<file path="src/rtl/oam_dma.sv">
// -----------------------------------------------------------------------------
// oam_dma -- sprite DMA sequencer running on the CPU clock.
//
// A CPU write to DMA_REG_ADDR latches the source page P and halts the CPU.
// The block then owns the CPU-side bus. It copies XFER_LEN bytes from
// $PP00.. into PPU OAM as alternating READ ($PPxx) and WRITE (OAM_DATA_ADDR)
// cycles. The top level muxes dma_addr_o/dma_rw_o/dma_data_o in place of the
// CPU's outputs while dma_active_o is high.
//
// Optional feature (macro OAM_DMA_ODD_ALIGN_EN):
//   defined   : an ALIGN cycle is inserted after HALT when HALT lands on
//               parity 0, so that every READ falls on a parity-0 (get) cycle.
//   undefined : ALIGN is never entered; a transfer is always 1 + 2*XFER_LEN
//               cycles long.
//
// Ports:
//   clk           in   CPU clock
//   rst           in   synchronous reset, active-low
//   cpu_addr_i    in   CPU address (trigger decode, HALT address)
//   cpu_rw_i      in   CPU read(1)/write(0)
//   cpu_data_i    in   CPU write data (page byte on trigger)
//   bus_data_i    in   read data returned from the shared bus
//   rdy_o         out  CPU ready, 0 = CPU halted
//   dma_active_o  out  1 = bus mux selects DMA outputs
//   dma_addr_o    out  DMA bus address
//   dma_rw_o      out  DMA read(1)/write(0)
//   dma_data_o    out  DMA write data (the read-data latch)
//   busy_o        out  transfer in progress, identical to dma_active_o
// -----------------------------------------------------------------------------
module oam_dma #(
   parameter logic [15:0] DMA_REG_ADDR  = 16'h4014,
   parameter logic [15:0] OAM_DATA_ADDR = 16'h2004,
   // bytes per transfer; power of two, at most 256
   parameter int unsigned XFER_LEN      = 256
) (
   input  logic        clk,
   input  logic        rst,
   input  logic [15:0] cpu_addr_i,
   input  logic        cpu_rw_i,
   input  logic [7:0]  cpu_data_i,
   input  logic [7:0]  bus_data_i,
   output logic        rdy_o,
   output logic        dma_active_o,
   output logic [15:0] dma_addr_o,
   output logic        dma_rw_o,
   output logic [7:0]  dma_data_o,
   output logic        busy_o
);

   // index of the final byte; the closing WRITE of this byte ends the transfer
   localparam logic [7:0] LAST_IDX = 8'(XFER_LEN - 1);

   typedef enum logic [2:0] {
      ST_IDLE  = 3'd0,
      ST_HALT  = 3'd1,
      ST_ALIGN = 3'd2,
      ST_READ  = 3'd3,
      ST_WRITE = 3'd4
   } state_t;

   state_t      state_r;
   state_t      state_s;
   logic [7:0]  idx_r;
   logic [7:0]  idx_s;
   logic [7:0]  page_r;
   logic [7:0]  page_s;
   logic        parity_r;
   logic        trigger_s;

   logic        rdy_s;
   logic        active_s;
   logic [15:0] addr_s;
   logic        rw_s;
   logic [7:0]  data_s;

   // CPU write to the DMA register; only acted upon in IDLE
   assign trigger_s = (cpu_addr_i == DMA_REG_ADDR) && (cpu_rw_i == 1'b0);

   // busy is the same registered flag as the bus-mux select
   assign busy_o = dma_active_o;

   // State, index, page and get/put parity registers
   always_ff @(posedge clk) begin
      if (!rst) begin
         state_r  <= ST_IDLE;
         idx_r    <= 8'd0;
         page_r   <= 8'd0;
         parity_r <= 1'b0;
      end else begin
         state_r  <= state_s;
         idx_r    <= idx_s;
         page_r   <= page_s;
         parity_r <= ~parity_r;
      end
   end

   // Next-state logic: trigger decode, optional alignment and byte sequencing
   always_comb begin
      state_s = state_r;
      idx_s   = idx_r;
      page_s  = page_r;
      case (state_r)
         ST_IDLE: begin
            if (trigger_s) begin
               state_s = ST_HALT;
               page_s  = cpu_data_i;
            end else begin
               state_s = ST_IDLE;
            end
         end
         ST_HALT: begin
`ifdef OAM_DMA_ODD_ALIGN_EN
            // parity 0 in HALT would put READ on a put cycle; burn one cycle
            if (parity_r == 1'b0) begin
               state_s = ST_ALIGN;
            end else begin
               state_s = ST_READ;
            end
`else
            state_s = ST_READ;
`endif
         end
         ST_ALIGN: begin
            state_s = ST_READ;
         end
         ST_READ: begin
            state_s = ST_WRITE;
         end
         ST_WRITE: begin
            // the index never carries into the page byte; last byte ends it
            if (idx_r == LAST_IDX) begin
               idx_s   = 8'd0;
               state_s = ST_IDLE;
            end else begin
               idx_s   = idx_r + 8'd1;
               state_s = ST_READ;
            end
         end
         default: begin
            state_s = ST_IDLE;
            idx_s   = 8'd0;
         end
      endcase
   end

   // Output decode from the upcoming state so the outputs register on the
   // same edge the state changes (HALT is visible right after the trigger)
   always_comb begin
      rdy_s    = 1'b1;
      active_s = 1'b0;
      rw_s     = 1'b1;
      addr_s   = dma_addr_o;
      case (state_s)
         ST_IDLE: begin
            rdy_s    = 1'b1;
            active_s = 1'b0;
         end
         ST_HALT: begin
            // HALT is only entered from IDLE, so this is the trigger address
            rdy_s    = 1'b0;
            active_s = 1'b1;
            addr_s   = cpu_addr_i;
         end
         ST_ALIGN: begin
            rdy_s    = 1'b0;
            active_s = 1'b1;
         end
         ST_READ: begin
            rdy_s    = 1'b0;
            active_s = 1'b1;
            addr_s   = {page_s, idx_s};
         end
         ST_WRITE: begin
            rdy_s    = 1'b0;
            active_s = 1'b1;
            rw_s     = 1'b0;
            addr_s   = OAM_DATA_ADDR;
         end
         default: begin
            rdy_s    = 1'b1;
            active_s = 1'b0;
         end
      endcase
   end

   // Data latch: capture the bus at the closing edge of READ, else hold
   always_comb begin
      if (state_r == ST_READ) begin
         data_s = bus_data_i;
      end else begin
         data_s = dma_data_o;
      end
   end

   // Registered bus outputs
   always_ff @(posedge clk) begin
      if (!rst) begin
         rdy_o        <= 1'b1;
         dma_active_o <= 1'b0;
         dma_addr_o   <= 16'h0000;
         dma_rw_o     <= 1'b1;
         dma_data_o   <= 8'h00;
      end else begin
         rdy_o        <= rdy_s;
         dma_active_o <= active_s;
         dma_addr_o   <= addr_s;
         dma_rw_o     <= rw_s;
         dma_data_o   <= data_s;
      end
   end

endmodule

</file>
<file path="config.mk">
export PLATFORM = sky130hd
export DESIGN_NAME = oam_dma
export DESIGN_NICKNAME = d
export VERILOG_FILES = /design/src/rtl/oam_dma.sv
export SDC_FILE = /design/constraint.sdc
export NUM_CORES = 1
export LEC_CHECK = 0
export BUFFER_PORTS_ARGS = -buffer_cell sky130_fd_sc_hd__buf_2
export CAP_MARGIN = 20
export CORE_ASPECT_RATIO = 1.4
export CORE_UTILIZATION = 53
export DETAILED_ROUTE_END_ITERATION = 12
export PLACE_DENSITY_LB_ADDON = 0.1
export SLEW_MARGIN = 5
export SYNTH_ARGS = -nofsm -noshare
export SYNTH_HDL_FRONTEND = slang
export SYNTH_SLANG_ARGS = --single-unit
export TNS_END_PERCENT = 30
</file>
<file path="constraint.sdc">
create_clock -name clk -period 2.6 [get_ports clk]
set_input_delay 0 -clock clk [delete_from_list [all_inputs] [get_ports clk]]
set_output_delay 0 -clock clk [all_outputs]
set_load 0.02 [all_outputs]
</file>
### After elaboration in Yosys (flattened, before gate mapping)

Index checks and enable logic that the tools add are counted.

* output and inout port bits: 28
* register bits after elaboration: 46
* ROM bits: 0
* logic and storage cells: 37
* input bits: 35
* memories kept: 0
* bits in latches: 0
* RAM bits: 0

* $mul: 0
* reductions and logical operators: 6
* muxes and demuxes: 11
* bitwise gates (word level): 1
* add/subtract/negate cells: 1
* shift-type cells: 0
* divide/modulo/power cells: 0
* eq/ne operators: 10
* order comparisons: 0

Operators by type and width (count)
* one-hot mux 16 bit (3 select lines): 1
* 2-to-1 mux 8 bit: 3
* == test 16 x 15 -> 1 bit, second input constant: 1
* one-hot mux 8 bit (2 select lines): 1
* == test 3 x 2 -> 1 bit, second input constant: 4
* one-hot mux 3 bit (4 select lines): 1
* adder 8 x 1 -> 8 bit, second input constant: 1
* == test 8 bit, second input constant: 1
* OR reduction 4 bit: 2
* == test 3 x 1 -> 1 bit, second input constant: 2
* == test 3 bit, second input constant: 2
* 2-to-1 mux 1 bit: 4
* logical NOT 3 bit: 1
* nonzero test 3 bit: 1
* 2-to-1 mux 2 bit: 1
* OR reduction 2 bit: 1
* logical AND 1 bit: 1
* NOT 1 bit: 1

### Logic depth before layout (Yosys ltp)

Gate-level depths: netlist of the first run.

* depth in word-level cells: 7
* mapped depth: 6
* depth with buffers taken out: 6

### Worst setup path before layout of the first run

OpenSTA, ideal clock, no wires.

* path kind: register to register
* from: register state_r[2]
* to: register dma_addr_o[4]
* stages on the path, launching flop included: 7
* clock period less this slack: 1.752 ns
* setup time: 0.070 ns
* buffers on the path: 1
* arrival time: 1.682 ns
* setup slack: 0.848 ns
* data required time: 2.530 ns
* cell sequence: dfxtp_1 or3b_1 buf_2 o21bai_4 nand2_1 mux2_2 a21oi_1

* longest elaborated chain between the ends: 5
* elaborated cells between the ends (all ways): 14
* classes of those cells: eq/ne: 7; mux: 3; reduce/logical: 4

RTL lines
* start, declared: RTL line 61 `state_t state_r;`
* start signal, assigned: RTL line 90 `state_r <= state_s;`
* == test 3 x 2 -> 1 bit / == test 3 x 1 -> 1 bit (equally long branches): RTL line 102 `case (state_r)`
* OR reduction 2 bit (no source line)
* one-hot mux 3 bit (4 select lines): RTL line 102
* == test 3 bit (tied with other cells): RTL line 153 `case (state_s)`
* one-hot mux 16 bit (3 select lines) / nonzero test 3 bit (equally long branches)
* end signal, assigned: RTL line 206 `dma_addr_o <= addr_s;`
* end, declared: RTL line 44 `output logic [15:0] dma_addr_o,`

Several ways; a longest one is shown, not always the timed one.
A chain may end at the register's enable or synchronous reset.

### Final worst setup path of the first run

Same ends and word-level chain as after synthesis.

==> results of run 1 <==
what timing repair did:
item	4_1_cts	5_1_grt
buffers inserted	0	0
hold buffers	16	0
hold endpoints to repair	16	0
layout make-up:
type                       count  area share, %
sequential                    46           37.2
multi-input combinational    132           33.9
timing repair buffer          79           19.3
clock buffer                   6           3.33
clock inverter                 2           2.42
tap                           40           2.02
inverter                      12           1.82
layer usage:
layer | up-vias | GRT usage, % | wire [microns]
li1 | 844 | - | -
met1 | 790 | 27.6 | 1780
met2 | 44 | 44.3 | 2280
met3 | 10 | 6.16 | 187
met4 | 0 | 12.9 | 97
met5 | - | 0 | 0
per-stage QoR:
step	setup slack (ps)	instance area [sq um]	instances	power (uW)
final	499	2480	317	1590
after global routing	327	2480	317	1650
after CTS	487	2480	317	1600
after detailed placement	535	2170	293	939
after global placement	577	2170	293	939
after floorplan	848	1840	198	873
cells by family after synthesis:
kind of cell	after synthesis
AOI/OAI and AO/OA	43
xor gates and xnor gates	2
adders and majority gates	1
buffers and inverters	20
DFF	46
muxes	16
and+or+nand+nor	70
final timing paths:
check                             startpoint                          to  slack [ps]  cells after the start
setup / recovery       state_r[2]$_SDFF_PN0_  dma_addr_o[4]$_SDFFE_PN0P_         500                      5
hold / removal                           rst  dma_addr_o[7]$_SDFFE_PN0P_          30                      2
setup reg to reg       state_r[2]$_SDFF_PN0_  dma_addr_o[4]$_SDFFE_PN0P_         500                      5
hold reg to reg   dma_addr_o[2]$_SDFFE_PN0P_  dma_addr_o[2]$_SDFFE_PN0P_         450                      2
Yosys cell counts (all sizes together) (2+ instances only):
cell type and number:
a21oi 10, nand3b 2, nor4b 3, o211ai 2, or2 3, buf 4
nand2 11, dfxtp 46, nand3 4, o22ai 8, nor2 35, o21ai 9
mux2i 15, and3 3, inv 12, o21a 2, nor4 2, clkbuf 4
power breakdown:
group	total (uW)	internal [uW]	leakage, uW	switching (uW)
clock	652	410	0.0000714	242
sequential	737	725	0.000371	12.0
combinational	204	90.1	0.000698	114
flip-flops by register name (all words and copies together) (netlist names):
name and flops:
busy_o 1, dma_addr_o 16, dma_data_o 8, dma_rw_o 1
idx_r 8, page_r 8, rdy_o 1, state_r 3
==> impl_metrics.ini, run 1 <==
[floorplanning]
initial_core_util_pct = 55.1
die_area_sq_um = 3720
rows = 25
boundaryPins = 63
die-width_microns = 51.8
core_sq_um = 3350
die_h_microns = 71.8

[worst_setup_path]
cp.arrival_ps = 2340
critPathLaunchType = flip-flop
worst-path-buf-inv = 0
critical_path_class = flip-flop to flip-flop
worst_ep_required_time_ps = 2840
worst_setup_path_end_kind = flip-flop
cp_slowest_cell = dfxtp_1
crit_chain = or3b_1 -> o21bai_4 -> nand2_1 -> mux2_2 -> a21oi_1
critical-path-top-delay-family = simple AND/OR/NAND/NOR gates
cp_slowest_stage_delay_ps = 600
cp_max_fo = 17

[run]
cap_violations = 0

[synthesis]
synthMuxAreaShare_pct = 8.76
synth_fa_ha_area_share_pct = 0.679
synth_nets = 234
synth_enable_flop_cells = 0
synthCells = 198
yosysTopAreaCell = dfxtp_1
synth_compound_area_share_pct = 16.3
synth_top_family_by_area = simple AND/OR/NAND/NOR gates
synth_area_sq_um = 1840
async_flop_share_pct = 0
yosys_warnings = 0
ys.flop_type = dfxtp_1
synthXorXnorAreaFrac_pct = 0.950
synth.top_cell.area_share_pct = 50.0
synth.avg_cell_area_sq_um = 9.31
synth.distinct_cells = 46
synth_area_leaders = dfxtp_1 50%, mux2i_1 8.1%, nor2_1 6.9%, a21oi_1 2.7%, o22ai_1 2.7%
synth-simple-area-share_pct = 18.9
synth-seq-area-share_pct = 50.0
ys_ff_latch = 46

[sta]
fin_crit_ps = 2100
min_period_over_period_pct = 80.8
relSlewSlack_pct = 57.9
setup_viol = 0
finalHoldViolCount = 0
finalSetupTns_ps = 0
slew_violations = 0
whs_ps = 25.6
grt_setup_unrepaired = no
maxClockFrequency_mhz = 476
tightestPinTransition_ps = 630
finClkSkew_ps = 11.8

[global_routing]
grt_pass1_wl_mm = 7.02
overflow = 0
antenna_found_initial = 0
grt_pass1_vias = 1620
grt_max_degree = 19
gr-usage-all-layers_pct = 25.4

[cts]
cts_tree = built
htree_levels = 2
ctsResizeCount = 0
path_clk_slew_ps = 90
cts_sinks = 46
clock_path_buffers = 2
cts-buffers-inserted = 5
insertion_delay_ps = 300
cts-root-buf = clkbuf_8

[detailed_routing]
wl_per_cell_microns = 13.7
drc_errors = 0
via_per_inst = 5.32
vias = 1688
drt_first_pass_iters = 4
dr.first_iter.drc_count = 40
antenna_left = 0
drt-total-wl_mm = 4.35

[final_layout]
final_common_cell = buf_2
diodes = 0
seq_area_sq_um = 921
multi_input_area_sq_um = 841
final_util_pct = 74.0
nFillCells = 252
nNetsFinal = 312
drive_above_1_share_pct = 29.6
layout_common_cells = 62 x buf_2, 46 x dfxtp_1, 34 x nor2_1, 16 x dlygate4sd3_1, 15 x mux2i_1
area_growth_pct = 34.4

[placed_design]
gp_congestion = 0.818
io_buffers = 62
hpwl_mm = 3.00

[power_and_ir_drop]
p_leak_uw = 0.00114
powerDensity_nw_per_um2 = 643
peakVddDrop_mv = 0.626

[min_path]
hp-class = input pin to flip-flop

[outcome]
status = completed
Power figures use the tool's default switching activity.
==> inputs of run 2 (changes only) <==
CORE_UTILIZATION = 49   (was 53)
clock period = 2.2 ns   (was 2.6 ns; I/O delays follow)
==> impl_metrics.ini, run 2 (synthesized netlist as in run 1, its figures left out) <==
[power_and_ir_drop]
p_seq_share_pct = 49.9
internal-power_uw = 1310
switching_share_pct = 24.9
p_leak_uw = 0.00114
clkPwrFrac_pct = 35.9
total_power_uw = 1740
peakVddDrop_mv = 0.636
p_comb_share_pct = 14.2
p_sw_uw = 434
powerDensity_nw_per_um2 = 705

[sta]
finalSetupTns_ps = 0
slew_violations = 0
grt_setup_unrepaired = no
relSlewSlack_pct = 51.4
fin_crit_ps = 2010
finalHoldViolCount = 0
tightestPinTransition_ps = 728
maxClockFrequency_mhz = 498
fin_ws_ps = 192
finClkSkew_ps = 5.85
min_period_over_period_pct = 91.3
setup_viol = 0

[floorplanning]
rows = 26
die-width_microns = 53.8
core_sq_um = 3610
initial_core_util_pct = 51.0
die_area_sq_um = 4010
die_h_microns = 74.6
boundaryPins = 63

[worst_setup_path]
worst_ep_required_time_ps = 2430
cp_max_fo = 10
critPathLaunchType = flip-flop
cp.arrival_ps = 2240
worst_setup_path_end_kind = flip-flop
critical_path_class = flip-flop to flip-flop

[cts]
htree_levels = 2
cts_sinks = 46
clock_path_buffers = 2
path_clk_slew_ps = 80
insertion_delay_ps = 300
cts-buffers-inserted = 5
post_cts_buffers = 0
cts-root-buf = clkbuf_8
cts_tree = built
ctsResizeCount = 0

[detailed_routing]
wl_per_cell_microns = 12.6
via_per_inst = 5.15
dr.first_iter.drc_count = 29
vias = 1658
antenna_left = 0
drt-total-wl_mm = 4.06
drc_errors = 0
drt_first_pass_iters = 3

[global_routing]
overflow = 0
grt_pass1_vias = 1589
antenna_found_initial = 0
gr-usage-all-layers_pct = 23.7
grt_max_degree = 23
grt_pass1_wl_mm = 6.93

[placed_design]
post_dp_cell_area_sq_um = 2200
dp_slack_ps = 205
io_buffers = 62
hpwl_mm = 2.86
gp_congestion = 0.786

[final_layout]
drive_above_1_share_pct = 30.4
diodes = 0
final_common_cell = buf_2
largest_register = dma_addr_o
postLayoutCellArea_sq_um = 2470
nNetsFinal = 315
largest_reg_flops = 16
area_growth_pct = 34.1
nFillCells = 317
layout_common_cells = 62 x buf_2, 46 x dfxtp_1, 34 x nor2_1, 16 x dlygate4sd3_1, 15 x mux2i_1

[run]
cap_violations = 0

[outcome]
status = completed

[min_path]
hp-class = input pin to flip-flop
run 2: layer usage:
layer | share of wire [%] | GRT usage [%] | vias up
met5 | 0 | 0 | -
met1 | 43 | 27.2 | 769
met4 | 1.6 | 9.36 | 0
met3 | 3.8 | 7.57 | 6
li1 | - | - | 851
met2 | 51 | 39.9 | 32
run 2: stage by stage:
stage               hold WS (ps)  instances  util [%]
floorplan                    140        198         -
global placement             229        298      60.9
detailed placement           239        298      60.9
CTS                         32.1        322      68.5
global route                32.0        322      68.5
finish                      32.1        322      68.5
run 2: power groups by stage:
stage                     registers [uW]  logic [uW]  clock network, uW
after floorplan                      916         115                  0
after global placement               891         225                  0
after detailed placement             891         226                  0
after CTS                            872         248                642
after global routing                 875         272                675
final                                871         247                626
run 2: repair_timing:
item,CTS,global route
hold buffers,16,0
setup endpoints to repair,0,0
hold endpoints to repair,16,0
run 2: final timing paths:
path	start	to	slack [ps]	cells past startpoint
worst max-delay path	idx_r[0]$_SDFF_PN0_	dma_addr_o[11]$_SDFFE_PN0P_	190	6
worst min-delay path	rst	idx_r[7]$_SDFF_PN0_	30	2
worst max register to register	idx_r[0]$_SDFF_PN0_	dma_addr_o[11]$_SDFFE_PN0P_	190	6
worst min register to register	dma_addr_o[3]$_SDFFE_PN0P_	dma_addr_o[3]$_SDFFE_PN0P_	450	2
run 2: area by class of cell:
cell class	instances	area [sq um]	share of cell area, %
Sequential cell	46	921	37.2
Clock buffer	5	68.8	2.78
Multi-Input combinational cell	132	841	34.0
Tap cell	42	52.6	2.13
Inverter	12	45.0	1.82
Timing Repair Buffer	82	500	20.2
Clock inverter	3	43.8	1.77
run 2: critical path: stages, from the launching register on:
cell      delay [ps]
dfxtp_1          420
ha_1             260
nand3_1          240
o21bai_4         320
o221a_4          300
nand2_1          200
o22ai_1          210
